[src/rtl/spi_master_arbiter.sv]
// Round-robin arbiter in front of a single SPI master.
// It pushes a new config to the master only when the winner's mode/width differs from
// the config last applied. Each transfer runs START, then WAIT, then returns dout and a
// timeout flag to the requester that won.
module spi_master_arbiter #(
  parameter int NUM_REQ           = 4,
  parameter int SPI_MAX_WIDTH_LOG = 4,
  parameter int TIMEOUT_LOG       = 12,
  localparam int DW = 2**SPI_MAX_WIDTH_LOG,
  localparam int CW = SPI_MAX_WIDTH_LOG + 2
) (
  input  logic                  clk,
  input  logic                  rst,
  input  logic [NUM_REQ-1:0]    req_valid,
  input  logic [NUM_REQ*CW-1:0] req_cfg,
  input  logic [NUM_REQ*DW-1:0] req_din,
  output logic [NUM_REQ-1:0]    req_ready,
  output logic [NUM_REQ-1:0]    rsp_valid,
  output logic                  rsp_err,
  output logic [DW-1:0]         rsp_dout,
  output logic                  config_req,
  output logic [CW-1:0]         config_data,
  output logic                  spi_start,
  input  logic                  spi_finish,
  output logic [DW-1:0]         spi_din,
  input  logic [DW-1:0]         spi_dout
);
  localparam int IW = $clog2(NUM_REQ);

  typedef enum logic [1:0] {IDLE, CFG, START, WAIT} state_e;

  state_e                 state_q, state_d;
  logic [IW-1:0]          idx_q, idx_d, rr_ptr_q, rr_ptr_d;
  logic [CW-1:0]          cfg_q, cfg_d, cur_cfg_q, cur_cfg_d;
  logic [DW-1:0]          din_q, din_d;
  logic                   cfg_valid_q, cfg_valid_d;
  logic [TIMEOUT_LOG-1:0] wait_cnt_q, wait_cnt_d;
  logic [NUM_REQ-1:0]     req_ready_q, req_ready_d, rsp_valid_q, rsp_valid_d;
  logic                   rsp_err_q, rsp_err_d;
  logic [DW-1:0]          rsp_dout_q, rsp_dout_d;
  logic                   config_req_q, config_req_d;
  logic [CW-1:0]          config_data_q, config_data_d;
  logic                   spi_start_q, spi_start_d;
  logic [DW-1:0]          spi_din_q, spi_din_d;

  logic                   win_found;
  logic [IW-1:0]          win_idx;

  // Winner search: first set request starting at rr_ptr, wrapping at NUM_REQ-1 (not 2**IW-1).
  always_comb begin
    int j;
    j         = 0;
    win_found = 1'b0;
    win_idx   = '0;
    for (int k = 0; k < NUM_REQ; k++) begin
      j = int'(rr_ptr_q) + k;
      if (j >= NUM_REQ) j = j - NUM_REQ;
      if (!win_found && req_valid[j]) begin
        win_found = 1'b1;
        win_idx   = IW'(j);
      end
    end
  end

  // Next-state and registered-output logic; the pulse outputs default to 0 on every cycle.
  always_comb begin
    state_d       = state_q;
    idx_d         = idx_q;
    rr_ptr_d      = rr_ptr_q;
    cfg_d         = cfg_q;
    cur_cfg_d     = cur_cfg_q;
    din_d         = din_q;
    cfg_valid_d   = cfg_valid_q;
    wait_cnt_d    = wait_cnt_q;
    req_ready_d   = '0;
    rsp_valid_d   = '0;
    rsp_err_d     = rsp_err_q;
    rsp_dout_d    = rsp_dout_q;
    config_req_d  = 1'b0;
    config_data_d = config_data_q;
    spi_start_d   = 1'b0;
    spi_din_d     = spi_din_q;
    unique case (state_q)
      IDLE: begin
        if (win_found) begin
          idx_d                = win_idx;
          cfg_d                = req_cfg[int'(win_idx)*CW +: CW];
          din_d                = req_din[int'(win_idx)*DW +: DW];
          req_ready_d[win_idx] = 1'b1;
          state_d = (!cfg_valid_q || cfg_d != cur_cfg_q) ? CFG : START;
        end
      end
      CFG: begin
        config_req_d  = 1'b1;
        config_data_d = cfg_q;
        cur_cfg_d     = cfg_q;
        cfg_valid_d   = 1'b1;
        state_d       = START;
      end
      START: begin
        spi_start_d = 1'b1;
        spi_din_d   = din_q;
        wait_cnt_d  = '0;
        state_d     = WAIT;
      end
      WAIT: begin
        wait_cnt_d = wait_cnt_q + TIMEOUT_LOG'(1);
        if (spi_finish || (&wait_cnt_q)) begin
          // A finish arriving together with the timeout is still a good transfer.
          if (spi_finish) begin
            rsp_dout_d = spi_dout;
            rsp_err_d  = 1'b0;
          end else begin
            rsp_dout_d  = '0;
            rsp_err_d   = 1'b1;
            cfg_valid_d = 1'b0;
          end
          rsp_valid_d[idx_q] = 1'b1;
          rr_ptr_d = (idx_q == IW'(NUM_REQ-1)) ? '0 : idx_q + IW'(1);
          state_d  = IDLE;
        end
      end
      default: state_d = IDLE;
    endcase
  end

  // State and output registers; reset aborts any transfer without sending a response.
  always_ff @(posedge clk or posedge rst) begin
    if (rst) begin
      state_q       <= IDLE;
      idx_q         <= '0;
      rr_ptr_q      <= '0;
      cfg_q         <= '0;
      cur_cfg_q     <= '0;
      din_q         <= '0;
      cfg_valid_q   <= 1'b0;
      wait_cnt_q    <= '0;
      req_ready_q   <= '0;
      rsp_valid_q   <= '0;
      rsp_err_q     <= 1'b0;
      rsp_dout_q    <= '0;
      config_req_q  <= 1'b0;
      config_data_q <= '0;
      spi_start_q   <= 1'b0;
      spi_din_q     <= '0;
    end else begin
      state_q       <= state_d;
      idx_q         <= idx_d;
      rr_ptr_q      <= rr_ptr_d;
      cfg_q         <= cfg_d;
      cur_cfg_q     <= cur_cfg_d;
      din_q         <= din_d;
      cfg_valid_q   <= cfg_valid_d;
      wait_cnt_q    <= wait_cnt_d;
      req_ready_q   <= req_ready_d;
      rsp_valid_q   <= rsp_valid_d;
      rsp_err_q     <= rsp_err_d;
      rsp_dout_q    <= rsp_dout_d;
      config_req_q  <= config_req_d;
      config_data_q <= config_data_d;
      spi_start_q   <= spi_start_d;
      spi_din_q     <= spi_din_d;
    end
  end

  assign req_ready   = req_ready_q;
  assign rsp_valid   = rsp_valid_q;
  assign rsp_err     = rsp_err_q;
  assign rsp_dout    = rsp_dout_q;
  assign config_req  = config_req_q;
  assign config_data = config_data_q;
  assign spi_start   = spi_start_q;
  assign spi_din     = spi_din_q;

endmodule

[config.mk]
export PLATFORM = sky130hd
export DESIGN_NAME = spi_master_arbiter
export DESIGN_NICKNAME = d
export VERILOG_FILES = /design/src/rtl/spi_master_arbiter.sv
export SDC_FILE = /design/constraint.sdc
export NUM_CORES = 1
export LEC_CHECK = 0
export CORE_MARGIN = 5
export CORE_UTILIZATION = 29
export DETAILED_ROUTE_END_ITERATION = 8
export PLACE_DENSITY = 0.59
export SETUP_SLACK_MARGIN = 0.05
export SYNTH_ARGS = -nofsm -noshare
export SYNTH_HDL_FRONTEND = slang
export SYNTH_SLANG_ARGS = --single-unit
[constraint.sdc]
create_clock -name clk -period 3.2 [get_ports clk]
set_input_delay 0.48 -clock clk [delete_from_list [all_inputs] [get_ports clk]]
set_output_delay 0.48 -clock clk [all_outputs]
set_load 0.05 [all_outputs]
# Word level (Yosys, flattened, before mapping)
# Index checks and enable logic that the tools add are counted.
# totals
in_bits,111
output_inout_bits,49
wordCells,111
ff_bits,90
# op_classes
n_addsub,9
mux,45
shift,2
n_mul,1
eq_ne,8
reduce_logical,19
magnitude_cmp,12
# ops
cell,count
"32-bit by 4-bit less-than comparator with 1-bit output, second input constant",4
32-bit 2-to-1 mux,4
64-bit by 7-bit variable part select with 16-bit output,1
12-bit one-hot mux with 2 select lines,1
24-bit by 6-bit variable part select with 6-bit output,1
1-bit 2-to-1 mux,19
16-bit 2-to-1 mux,1
2-bit 2-to-1 mux,8
4-bit 2-to-1 mux,4
"12-bit by 1-bit adder with 12-bit output, second input constant",1
12-bit AND reduction,1
"3-bit by 3-bit subtractor with 4-bit output, second input constant",3
"3-bit greater-or-equal comparator, second input constant",3
1-bit binary-select mux with 2-bit select,4
2-bit one-hot mux with 4 select lines,1
"2-bit by 2-bit adder with 3-bit output, second input constant",2
"2-bit equality test, second input constant",3
"2-bit by 3-bit less-than comparator with 1-bit output, second input constant",2
"2-bit != test, second input constant",3
6-bit != test,1
2-bit AND reduction,3
1-bit logical AND,5
1-bit demux with 2-bit select,2
"2-bit by 1-bit greater-or-equal comparator with 1-bit output, second input constant",2
12 further kinds,17

# Longest topological paths before layout
# Gate-level depths: netlist of run 1.
# logic_depth
ltp_word,22
ltp_mapped,9
depth_no_buf,7

# Least setup slack after synthesis of run 1
# OpenSTA, ideal clock, no wires.
# synth_timing
path_kind,in2reg
startpoint,input req_valid[0]
endpoint,register state_q[0]
setup_ns,0.124
cell_stages,7
t_arrival_ns,2.097
path_buffers,0
required_ns,3.076
setup_slack_ns,0.979
cell_sequence,nor2b_2 o21bai_1 nand2_1 a211o_1 a21o_1 a221o_1 o31a_1
# synth_via
elab_chain_len,20
elab_cells_between_ends,35
classes_between,mul (1); eq/ne (2); shift (1); mux (23); reduce/logical (8)
# synth_rtl
element,line_no,text
start: declaration,14,"input logic [NUM_REQ-1:0] req_valid,"
1-bit binary-select mux with 2-bit select,58,if (!win_found && req_valid[j]) begin
1-bit 2-to-1 mux (not written as such) (2 in a row),58,
1-bit 2-to-1 mux,58,
1-bit logical NOT,58,
1-bit logical AND,58,
1-bit 2-to-1 mux,58,
1-bit logical NOT,58,
1-bit logical AND,58,
[3 not listed],n/a,
2-bit 2-to-1 mux,58,
2-bit by 2-bit multiplier with 4-bit output,87,cfg_d = req_cfg[int'(win_idx)*CW +: CW];
24-bit by 6-bit variable part select with 6-bit output,87,
6-bit != test,90,state_d = (!cfg_valid_q || cfg_d != cur_cfg_q) ? CFG : START;
1-bit logical OR,90,
2-bit 2-to-1 mux,90,
2-bit 2-to-1 mux,85,if (win_found) begin
2-bit one-hot mux with 4 select lines,83,unique case (state_q)
end signal: assignment,147,state_q <= state_d;
end: declaration,32,"state_e state_q, state_d;"
# Several ways; a longest one is shown, not always the timed one. The select of a mux whose other input is x is not followed.
# A chain may end at the register's enable or synchronous reset.

# Worst setup path after layout of run 1
# layout_timing
startpoint,input req_valid[2]
endpoint,register state_q[0]
# The elaborated chain is that of the path after synthesis.

==> results by group, run 1 <==
Final layout
  – Nets: 791
  – Final Non-Filler Cells: 863
  – FILL cells: 1485
  – Design area: 0.006600 mm²
  – Utilization after layout: 43.58%
  – Layout overhead on the synthesized area: 48.01%
  – Layout cells sized above 1: 9.037%
  – Ant. Diodes: 0

Power and ir drop
  – Net switching power: 2894 µW
  – Peak supply drop: 0.0004137 V
  – Clock Power Share: 16.4%
  – Internal: 3455 µW
  – Switching Fraction: 45.58%
  – Comb power frac: 53.9%
  – Leakage power: 0.002996 µW
  – Flop pwr share: 29.7%
  – PD cells: 961.9 mW/mm²

Floorplanning
  – Top-level I/O count: 160
  – Row count: 45
  – Chip width: 134.0 µm
  – Starting density of the core: 29.44%
  – Die height: 134.0 µm
  – Die area: 0.01796 mm²
  – Area of the core: 0.01515 mm²

Yosys
  – Proportion of netlist area held by the largest area contributor: 50.51%
  – Post-Syn Instances: 516
  – Synthesized cell area: 0.004459 mm²
  – Synth Flop Type: dfrtp_1
  – Yosys top cell by area: dfrtp_1
  – EDFF count, synth: 0
  – Net count after synthesis: 636
  – Yosys reg bits: 90
  – Sequential share of the synthesized area: 50.51%
  – Syn_area_per_cell: 8.642 µm²
  – Syn. warnings: 0
  – Synth top cells by count: 152 x nand2_1, 90 x dfrtp_1, 83 x nand3_1
  – Dominant cells by area after synthesis: dfrtp_1 51%, nand2_1 13%, nand3_1 9.3%
  – Count leader, synth: nand2_1
  – Post-synthesis async set-or-reset flop share: 100.0%
  – Unique masters post-synth: 38

Detailed routing
  – Via/cell ratio: 4.898
  – ANT nets after route: 0
  – Avg WL per Cell: 15.74 µm
  – Initial DRC count: 183
  – Via count: 4227
  – Total iterations of the first detailed-routing run: 4
  – Drc violations: 0
  – Routed WL: 13580 µm

Setup path
  – CP required: 3430 ps
  – Crit-path max FO: 21
  – Crit Path Class: input port to flip-flop
  – WP buf/inv: 2
  – Setup crit end kind: flip-flop
  – Critical path, cell by cell: clkdlybuf4s50_1 > nor2b_2 > o21ai_0 > and3_1 > buf_4 > nand3_1 > a21oi_1 > o22ai_1 > o31a_1
  – FF-to-FF End: state_q[0]$_DFFE_PP0P_
  – CP arrival: 2800 ps
  – Slowest CP cell: clkdlybuf4s50_1
  – Critical path's top delay family: compound AO/OA/AOI/OAI gates
  – Reg2reg setup slack: 980 ps
  – Worst reg2reg startpoint: rr_ptr_q[0]$_DFFE_PP0P_
  – Type of origin of the critical path: input port
  – Reg2Reg Depth: 8
  – CP max stage delay: 500 ps

Clocking
  – H-tree Lvls: 3
  – Worst-path clk slew: 60 ps
  – CTS tree: done
  – Total setup buffers inserted after CTS: 0
  – CTS root buf: clkbuf_16
  – Clock sink total: 90
  – CTS Buf Count: 9
  – Clock Latency Late Sink: 350 ps
  – Max Root-Sink Buffers: 2
  – Post-cts sizing count: 0
  – Hold_buf cts: 0

Timing
  – Slew Viols, Final: 0
  – Final min period: 2562 ps
  – Worst Tran Pin Value: 574.9 ps
  – Skew final: 10.96 ps
  – Setup violators final: 0
  – RSZ-0062 raised after global routing: no
  – Max Freq: 0.3904 GHz
  – Fin crit share: 80.05%
  – Final hold vios: 0
  – Rel. slew slack: 61.17%
  – Total negative slack: 0 ps
  – Hold slack: 464.4 ps

Worst hold path
  – Hold Path Origin: rsp_dout[2]$_DFFE_PP0P_
  – Hold endpoint: rsp_dout[2]$_DFFE_PP0P_
  – Min-Delay Path Class: flip-flop to flip-flop
  – Hold depth: 2

Placed design
  – Placed Area: 0.006315 mm²
  – DP Wirelength: 10260 µm
  – Dpl cells: 848
  – Gpl congestion: 0.8585
  – Port Buffers: 159

Run status
  – Outcome: finished clean

Global route
  – Pin count of the biggest net entering global routing: 49
  – First-pass GRT wire length: 22300 µm
  – Initial antenna violation count: 0
  – Grt total ovfl: 0
  – Vias in the first global route: 4320
  – GRT Overall Usage: 15.57%

Job
  – Max Cap Viol: 0
## power by group through the flow
stage	sequential (µW)	clock [µW]	combinational [µW]
finish	1890	1040	3420
global route	1950	1130	3730
CTS	1900	1080	3460
detailed placement	1910	0	3450
global placement	1890	0	3410
floorplan	2750	0	1410
## worst max path at each step
stage	slack, ps	to	depth (start not counted)	startpoint
2_1_floorplan	380	cfg_q[0]$_DFFE_PP0P_	1	rst
3_3_place_gp	340	state_q[0]$_DFFE_PP0P_	9	req_valid[2]
3_5_place_dp	260	state_q[0]$_DFFE_PP0P_	9	req_valid[2]
4_1_cts	630	state_q[0]$_DFFE_PP0P_	9	req_valid[2]
5_1_grt	450	state_q[0]$_DFFE_PP0P_	9	req_valid[2]
6_report	640	state_q[0]$_DFFE_PP0P_	9	req_valid[2]
## state kept, by name, summed over array words and instances, names as in the netlist
signal,count
din_q,16
rsp_dout,16
spi_din,16
wait_cnt_q,12
cfg_q,6
config_data,6
req_ready,4
rsp_valid,4
idx_q,2
rr_ptr_q,2
state_q,2
cfg_valid_q,1
config_req,1
rsp_err,1
spi_start,1
## cell usage in the layout (no fill, tap or decap), types with 3 or more instances in the layout
cell type        netlist  layout
a211o_1                3       3
o21ai_0               43      43
clkbuf_16              0       9
ha_1                   9       9
inv_1                 11      10
nor2_1                16      15
and3_1                11      11
dfrtp_1               90      90
clkdlybuf4s50_1        0     159
buf_4                  0      13
mux2_2                23      23
nand3_1               83      83
a21o_1                 3       3
a21oi_1                6       6
nand4_1                4       4
mux2i_1                4       4
nand2_1              152     152
## logic make-up after synthesis
kind of cell    after synthesis  share of synthesized area [%]
fa+ha+maj                     9                          2.525
simple gates                275                          26.94
compound gates               73                          9.736
flops                        90                          50.51
mux                          27                          6.706
buf+inv                      42                          3.591
## cell type report
class	count	area (µm²)	share of cell area, %
clock inverter	5	56.30	0.8531
sequential	90	2252	34.12
tap	188	235.2	3.564
inverter	13	51.30	0.7773
clock buffer	10	229.0	3.469
timing repair buffer	173	1709	25.90
multi-input combinational	384	2067	31.32
## per-stage QoR
stage | total power [µW] | setup slack [ps]
6_report | 6349 | 638.5
4_1_cts | 6428 | 629.4
3_3_place_gp | 5300 | 343.4
2_1_floorplan | 4156 | 384.7
3_5_place_dp | 5358 | 261.0
5_1_grt | 6809 | 454.2
## tightest hold or removal path, cell delays in order (launching register included)
cell and delay [ps]:
dfrtp_1 340, nand2_1 50, nand2_1 50
## per-layer routing
layer / vias to the layer above / track usage, % / part of all wire, %
li1: 2063 / - / -
met1: 2017 / 19.37 / 42
met2: 124 / 26.33 / 50
met3: 23 / 3.001 / 4.8
met4: 0 / 6.857 / 2.7
met5: - / 0 / 0
Note: power is estimated with default switching activity, not from simulation.
==> inputs of run 2 (changes only) <==
Clock period 3.2 ns to 2.6 ns, I/O delays scaled along.
==> run 2 against run 1 <==
  * Final cell count up 1.2%
  * Sequential power up 23%
  * Wire length up 0.97%
  * Register-to-register slack got worse by 600 ps
  * Via count grew 1.1%
  * Core utilization is 1.3 points higher
  * Power up 30%
  * Sequential share of layout area fell by 0.99 points
  * Highest routed layer unchanged
==> results by group, run 2 (synthesis gave the netlist of run 1 again) <==
Timing
  – Fin crit share: 91.12%
  – PnR worst setup slack: 231.0 ps (-407.5 ps)
  – Total negative slack: 0 ps (unchanged)
  – Skew final: 9.614 ps (-1.344 ps)
  – Setup violators final: 0 (unchanged)
  – Slew Viols, Final: 0 (unchanged)
  – Worst Tran Pin Value: 613.3 ps (+38.46 ps)
  – RSZ-0062 raised after global routing: no
  – Hold slack: 358.2 ps (-106.2 ps)
  – Final hold vios: 0 (unchanged)
  – Rel. slew slack: 58.86% (-2.3 points)
  – Final min period: 2369 ps
  – Max Freq: 0.4221 GHz

Job
  – Max Cap Viol: 0 (unchanged)

Floorplanning
  – Starting density of the core: 29.44% (unchanged)
  – Top-level I/O count: 160 (unchanged)
  – Area of the core: 0.01515 mm² (unchanged)
  – Die area: 0.01796 mm² (unchanged)
  – Chip width: 134.0 µm (unchanged)
  – Row count: 45 (unchanged)
  – Die height: 134.0 µm (unchanged)

Power and ir drop
  – Peak supply drop: 0.0006855 V (+66%)
  – Internal: 4634 µW (+34%)
  – Clock Power Share: 19.6% (+3.2 points)
  – PD cells: 1213 mW/mm² (+26%)
  – Leakage power: 0.003092 µW (+3.2%)
  – Flop pwr share: 28.2% (-1.5 points)
  – Net switching power: 3608 µW (+25%)
  – Comb power frac: 52.3% (-1.6 points)
  – Switching Fraction: 43.77% (-1.8 points)

Global route
  – GRT Overall Usage: 15.62% (+0.044 points)
  – Vias in the first global route: 4425 (+2.4%)
  – Grt total ovfl: 0 (unchanged)
  – Initial antenna violation count: 0 (unchanged)
  – Pin count of the biggest net entering global routing: 43 (-12%)
  – First-pass GRT wire length: 22560 µm (+1.1%)

Setup path
  – Reg2reg setup slack: 380 ps (-600 ps)
  – Crit Path Class: input port to flip-flop
  – Setup crit end kind: flip-flop
  – CP arrival: 2590 ps (-210 ps)
  – CP required: 2820 ps (-610 ps)
  – Crit-path max FO: 8 (-62%)
  – Type of origin of the critical path: input port

Clocking
  – Clock Latency Late Sink: 340 ps (about the same)
  – CTS tree: done
  – Clock sink total: 90 (unchanged)
  – Max Root-Sink Buffers: 2 (unchanged)
  – Worst-path clk slew: 70 ps (about the same)
  – CTS Buf Count: 9 (unchanged)
  – H-tree Lvls: 3 (unchanged)
  – CTS root buf: clkbuf_16

Placed design
  – DP Wirelength: 10350 µm (+0.92%)
  – Port Buffers: 159 (unchanged)
  – Gpl congestion: 0.8303 (-3.3%)
  – Placement Setup Slack: -155.8 ps (-416.8 ps)

Detailed routing
  – ANT nets after route: 0 (unchanged)
  – Drc violations: 0 (unchanged)
  – Initial DRC count: 186 (+1.6%)
  – Avg WL per Cell: 15.71 µm (-0.18%)
  – Via/cell ratio: 4.897 (about the same)
  – Routed WL: 13710 µm (+0.97%)
  – Via count: 4275 (+1.1%)
  – Total iterations of the first detailed-routing run: 4 (unchanged)

Final layout
  – Commonest non-fill, non-tap cell in the layout: clkdlybuf4s50_1
  – Layout overhead on the synthesized area: 52.41%
  – Ant. Diodes: 0 (unchanged)
  – Utilization after layout: 44.87% (+1.3 points)
  – Most frequent cells in the layout: 159 x clkdlybuf4s50_1, 152 x nand2_1, 90 x dfrtp_1
  – Layout cells sized above 1: 10.51% (+1.5 points)
  – Nets: 800 (+1.1%)

Run status
  – Outcome: finished clean

Worst hold path
  – Min-Delay Path Class: input port to async pin
run 2: changes by cell type in the layout (fill, tap and decap cells not counted):
cell and change:
o21ai_0 -1, buf_6 +1, inv_4 -1, clkinv_2 -2, o21ai_1 +1, bufinv_16 +3
clkbuf_1 -1, buf_12 +3, inv_6 +2, buf_4 +5
run 2: worst paths after layout:
check / end / startpoint / cells after the start
max in group asynchronous: rsp_dout[12]$_DFFE_PP0P_ / rst / 3
min reg2reg: rsp_dout[13]$_DFFE_PP0P_ / rsp_dout[13]$_DFFE_PP0P_ / 2
max: state_q[0]$_DFFE_PP0P_ / req_valid[2] / 9
min: wait_cnt_q[10]$_DFFE_PP0P_ / rst / 2
max reg2reg: state_q[0]$_DFFE_PP0P_ / rr_ptr_q[0]$_DFFE_PP0P_ / 8
min in group clk: rsp_dout[13]$_DFFE_PP0P_ / rsp_dout[13]$_DFFE_PP0P_ / 2
run 2: critical path: stages:
cell and delay (ps):
clkdlybuf4s50_1 440, nor2b_1 170, a211oi_1 560, buf_4 260, o21ai_0 80, nand3_1 120, and3_1 170, o22ai_1 100
o31a_1 300
run 2: power by group through the flow:
stage	sequential (µW)	combinational [µW]	clock, µW
3_3_place_gp	2330	4270	0
3_5_place_dp	2350	4340	0
5_1_grt	2400	4680	1730
2_1_floorplan	3380	1730	0
6_report	2320	4310	1610
4_1_cts	2330	4350	1670
run 2: stage by stage:
step	cells	instance area, µm²	power [µW]
3_5_place_dp	857	6421	6697
5_1_grt	873	6797	8821
2_1_floorplan	516	4463	5115
4_1_cts	873	6793	8356
3_3_place_gp	857	6421	6596
6_report	873	6797	8242
run 2: final cells by class:
cell class,instances,area (µm²)
Fill cell,1443,8349
Inverter,13,52.55
Clock buffer,9,225.2
Sequential cell,90,2252
Timing Repair Buffer,182,1818
Clock inverter,7,146.4
Multi-Input combinational cell,384,2067
Tap cell,188,235.2
run 2: layer usage:
layer  global-route usage [%]  share of wire (%)  routed length [µm]  vias up
met3                    3.376                4.1                 562       22
met1                    19.73                 43                5871     2065
met4                    5.429                2.0                 280        0
met2                    26.47                 51                6999      104
met5                        0                  0                   0        -
li1                         -                  -                   -     2084
run 2: what timing repair did:
| item | CTS | global route |
|---|---|---|
| hold buffers | 0 | 0 |
| setup buffers | 0 | 0 |
| endpoints found under the hold margin | 0 | 0 |
| endpoints found under the setup margin | 0 | 2 |
| gates resized for setup | 0 | 2 |
